$ cat config.mk
export PLATFORM = sky130hd
export DESIGN_NAME = rr_mux_arbiter
export DESIGN_NICKNAME = d
export VERILOG_FILES = /design/src/rtl/rr_mux_arbiter.sv
export SDC_FILE = /design/constraint.sdc
export NUM_CORES = 1
export LEC_CHECK = 0
export CORE_MARGIN = 8
export CORE_UTILIZATION = 31
export CTS_BUF_LIST = sky130_fd_sc_hd__clkbuf_16
export DETAILED_ROUTE_END_ITERATION = 7
export PLACE_DENSITY = 0.87
export SLEW_MARGIN = 20
export SYNTH_ARGS = -nofsm -noshare
export SYNTH_HDL_FRONTEND = slang
export SYNTH_SLANG_ARGS = --single-unit
$ cat constraint.sdc
create_clock -name clk -period 3.85 [get_ports clk]
set_input_delay 0.77 -clock clk [delete_from_list [all_inputs] [get_ports clk]]
set_output_delay 0.77 -clock clk [all_outputs]
set_load 0.01 [all_outputs]
$ cat src/rtl/rr_mux_arbiter.sv
// rr_mux_arbiter: round-robin owner of the shared four-input data mux.
//
// One requester at a time owns the mux. The owner keeps it for up to MAX_BURST
// valid/ready transfers, or until it drops its request. Every release costs one
// idle cycle, and the next scan starts just after the previous owner.
//
// Ports:
//   clk        rising-edge clock
//   rst        asynchronous, active-high reset
//   req        request per source; bit i belongs to data_in(i+1)
//   data_in1-4 source data, WIDTH bits each
//   out_ready  downstream accepts data_out this cycle
//   grant      registered one-hot owner, 0 when idle
//   select     registered mux select (index of the owner)
//   data_out   combinational mux output, 0 when idle
//   out_valid  owner is granted and still requesting
module rr_mux_arbiter #(
    parameter int unsigned WIDTH     = 32,
    parameter int unsigned MAX_BURST = 4
) (
    input  logic             clk,
    input  logic             rst,
    input  logic [3:0]       req,
    input  logic [WIDTH-1:0] data_in1,
    input  logic [WIDTH-1:0] data_in2,
    input  logic [WIDTH-1:0] data_in3,
    input  logic [WIDTH-1:0] data_in4,
    input  logic             out_ready,
    output logic [3:0]       grant,
    output logic [1:0]       select,
    output logic [WIDTH-1:0] data_out,
    output logic             out_valid
);

    localparam logic [0:0] StIdle  = 1'b0;
    localparam logic [0:0] StGrant = 1'b1;

    // Four bits hold the whole legal MAX_BURST range (1..15).
    localparam int unsigned CntW = 4;
    localparam logic [CntW-1:0] BurstMax = CntW'(MAX_BURST);

    logic [0:0]      state_q, state_d;
    logic [1:0]      select_q, select_d;
    logic [3:0]      grant_q, grant_d;
    logic [1:0]      ptr_q, ptr_d;
    logic [CntW-1:0] cnt_q, cnt_d;

    logic            found;
    logic [1:0]      pick_idx;
    logic [1:0]      cand;
    logic [CntW-1:0] cnt_inc;
    logic            owner_req;
    logic [WIDTH-1:0] mux_out;

    // First requester at or after ptr, wrapping modulo 4.
    always_comb begin
        found    = 1'b0;
        pick_idx = ptr_q;
        cand     = ptr_q;
        for (int k = 0; k < 4; k++) begin
            cand = ptr_q + 2'(k);
            if (!found && req[cand]) begin
                found    = 1'b1;
                pick_idx = cand;
            end
        end
    end

    assign owner_req = req[select_q];
    assign cnt_inc   = cnt_q + CntW'(1);

    always_comb begin
        state_d  = state_q;
        select_d = select_q;
        grant_d  = grant_q;
        ptr_d    = ptr_q;
        cnt_d    = cnt_q;
        case (state_q)
            StIdle: begin
                if (found) begin
                    state_d  = StGrant;
                    select_d = pick_idx;
                    grant_d  = 4'b0001 << pick_idx;
                    cnt_d    = '0;
                end
            end
            StGrant: begin
                // Withdrawal wins over a stalled or completing transfer; either
                // way it is a single release and ptr advances once.
                if (!owner_req || (out_ready && cnt_inc == BurstMax)) begin
                    state_d = StIdle;
                    grant_d = '0;
                    cnt_d   = '0;
                    ptr_d   = select_q + 2'd1;
                end else if (out_ready) begin
                    cnt_d = cnt_inc;
                end
            end
            default: begin
                state_d = StIdle;
                grant_d = '0;
                cnt_d   = '0;
            end
        endcase
    end

    always_ff @(posedge clk or posedge rst) begin
        if (rst) begin
            state_q  <= StIdle;
            select_q <= '0;
            grant_q  <= '0;
            ptr_q    <= '0;
            cnt_q    <= '0;
        end else begin
            state_q  <= state_d;
            select_q <= select_d;
            grant_q  <= grant_d;
            ptr_q    <= ptr_d;
            cnt_q    <= cnt_d;
        end
    end

    always_comb begin
        mux_out = '0;
        case (select_q)
            2'd0:    mux_out = data_in1;
            2'd1:    mux_out = data_in2;
            2'd2:    mux_out = data_in3;
            2'd3:    mux_out = data_in4;
            default: mux_out = '0;
        endcase
    end

    assign data_out  = (state_q == StGrant) ? mux_out : '0;
    assign out_valid = (state_q == StGrant) && owner_req;
    assign grant     = grant_q;
    assign select    = select_q;

endmodule

==> impl_metrics.env <==
export IMPL_status="complete, no violations"
export IMPL_cts_root_buf="clkbuf_16"
export IMPL_clk_pin_slew_worst_paths_ps=40
export IMPL_endpoint_kind="primary output"
export IMPL_critical_path_class="reg -> out"
export IMPL_grt_pass1_vias=2362
export IMPL_regArea_um2=327
export IMPL_placementRows=26
export IMPL_wirelength_mm=8.94
export IMPL_clockBufferDepth=2
export IMPL_synth_nets=358
export IMPL_clk_latency_ps=240
export IMPL_crit_fanout=17
export IMPL_drive_gt1_share_pct=5.80
export IMPL_finalClockSkew_ps=2.22
export IMPL_globalplace_congestion=0.830
export IMPL_detail_route_vias_per_cell=5.35
export IMPL_syn_inst=218
export IMPL_synth_seq_cells=13
export IMPL_syn_mean_instance_area_um2=7.56
export IMPL_final_common_cell="clkdlybuf4s50_1"
export IMPL_hpwl_mm=7.09
export IMPL_cts_resized=0
export IMPL_grt_usage_pct=20.8
export IMPL_drcViolationCount=0
export IMPL_ctsHoldBuffers=0
export IMPL_critPathArrivalTime_ps=2760
export IMPL_htree_levels=1
export IMPL_start_util_pct=32.3
export IMPL_tritoncts="yes"
export IMPL_cts_setup_buffers=0
export IMPL_pre_cts_ws_ps=465
export IMPL_synth_top_cell_area_share_pct=19.7
export IMPL_yosys_area_top_type="dfrtp_1"
export IMPL_area_delta_synth_final_pct=114
export IMPL_worst_slew_pin_slew_ps=638
export IMPL_required_ps=3080
export IMPL_synthTopCellsByArea="dfrtp_1, a222oi_1, and2_1"
export IMPL_io_buffers=173
export IMPL_setup_tns_ps=0
export IMPL_fmaxAchievable_mhz=284
export IMPL_ant_nets=0
export IMPL_nets=520
export IMPL_hold_violations=0
export IMPL_drt_first_pass_iters=7
export IMPL_routedWlPerCell_um=19.9
export IMPL_synth_area_um2=1650
export IMPL_peakVddDrop_mv=0.450
export IMPL_grtUsageMet1_pct=24.3
export IMPL_grt_ovfl_total=0
export IMPL_multi_input_comb_area_um2=1240
export IMPL_numCtsBuffers=3
export IMPL_grt_pass1_wl_mm=13.0
export IMPL_fin_ws_ps=323
export IMPL_slew_headroom_pct=57.1
export IMPL_fillCellCount=419
export IMPL_io_pins=174
export IMPL_drt_iter0_markers=204
export IMPL_die_h_um=88.9
export IMPL_antenna_found_initial=0
export IMPL_rsz0062_at_grt="false"
export IMPL_yosys_warnings=0
export IMPL_synth_cell_types=36
export IMPL_leakage_uw=0.00134
export IMPL_yosysSeqAreaShare_pct=19.7
export IMPL_met3_usage_pct=6.43
export IMPL_finalCritPeriodShare_pct=91.6
export IMPL_start_kind="flip-flop"
export IMPL_busiest_layer="met2"
export IMPL_min_period_ps=3530
export IMPL_vias=2404
export IMPL_grt_max_degree=40
export IMPL_met2_usage_pct=36.7
export IMPL_finalSetupViolCount=0
export IMPL_n_antenna_cell=0
export IMPL_core_region_area_um2=5110
export IMPL_cts_sinks=13
export IMPL_slew_violations=0
export IMPL_max_cap_violations=0
export IMPL_power_density_nw_per_um2=633
export IMPL_die_area_um2=7900
export IMPL_die_width_um=88.9
export IMPL_min_path_type="reg -> reg"
export IMPL_layout_common_cells="clkdlybuf4s50_1, nand2_1, o21ai_0"
==> layer usage <==
metal / up-vias / routed length (um)
li1: 1169 / -
met1: 1109 / 3480
met2: 120 / 4440
met3: 6 / 962
met4: 0 / 55
met5: - / 0
==> cell families (layout without fill, tap and decap cells) <==
kind of cell | count (synthesis) | after routing | share of synthesized area (%)
adder cells (fa/ha/maj) | 5 | 5 | 3.80
flip-flops | 13 | 13 | 19.7
multiplexers | 5 | 5 | 4.10
AO/OA/AOI/OAI | 84 | 84 | 39.0
buffers and inverters | 24 | 185 | 5.47
AND/OR/NAND/NOR | 87 | 87 | 27.9
==> worst paths after layout <==
check	startpoint	end	depth (start not counted)	slack, ps
worst min-delay path	grant[0]	grant[0]	1	500
worst min register to register	grant[0]	grant[0]	1	500
max in group asynchronous	rst	state_q	2	2620
min in group asynchronous	rst	select[1]	2	860
worst max register to register	select[0]	ptr_q[0]	3	2100
worst max-delay path	select[0]	data_out[22]	7	320
==> sequential cells by signal (all words and copies together), names as in the netlist <==
name,cells
cnt_q,4
grant,4
ptr_q,2
select,2
state_q,1
==> critical path, cell delays in order, from the launching register on <==
cell and delay, ps:
dfrtp_1 430, inv_1 160, ha_1 570, buf_4 350, a222oi_1 120, o21ai_0 190
and2_1 150, clkdlybuf4s50_1 540
==> through the flow <==
| step | power [uW] | instance area [um^2] | utilization, % | hold slack (ps) | std cells |
|---|---|---|---|---|---|
| after floorplan | 1180 | 1650 | - | 462 | 218 |
| after global routing | 2400 | 3520 | 68.9 | 518 | 449 |
| final | 2230 | 3520 | 68.9 | 499 | 449 |
| after CTS | 2230 | 3520 | 68.8 | 497 | 449 |
| after global placement | 2000 | 3440 | 67.3 | 482 | 445 |
| after detailed placement | 2030 | 3440 | 67.3 | 477 | 445 |
==> cell type report <==
class,count,share of cell area (%)
inverters,4,0.427
repair buffers,177,50.4
clock inverters,1,0.107
well taps,70,2.49
clock buffers,3,2.13
multi-input cells,181,35.2
flip-flops and latches,13,9.28
==> where the power goes <==
group          switching, uW  internal, uW  total [uW]  leakage, uW
clock network           52.7           137         189    0.0000423
logic                    786           964        1750      0.00113
registers               97.0           190         287     0.000166
total                    936          1290        2230      0.00134
==> synth_stat cells <==
| cell type | n |
|---|---|
| nand4_1 | 2 |
| nor2b_1 | 3 |
| buf_1 | 2 |
| a211o_2 | 1 |
| o31ai_1 | 2 |
| a21boi_2 | 1 |
| mux2_1 | 2 |
| a22o_1 | 2 |
| inv_1 | 4 |
| a21oi_1 | 2 |
| nand4b_1 | 1 |
| a222oi_1 | 32 |
| o21bai_1 | 2 |
| and4_1 | 1 |
| nand3_1 | 1 |
| nand4bb_1 | 1 |
| o2bb2ai_1 | 2 |
| o21ai_0 | 35 |
| and2b_2 | 2 |
| clkbuf_1 | 18 |
| a31o_4 | 1 |
| mux4_2 | 1 |
| nor2_1 | 4 |
| and2_1 | 32 |
| or2_2 | 1 |
| nand2_2 | 1 |
| nand2_1 | 36 |
| mux2_2 | 2 |
| and3_2 | 1 |
| o21ai_1 | 1 |
| dfrtp_1 | 13 |
| a21o_1 | 1 |
| ha_1 | 5 |
| a311o_1 | 1 |
| a32o_2 | 1 |
| nor4_1 | 1 |
(Power assumes the default switching activity.)
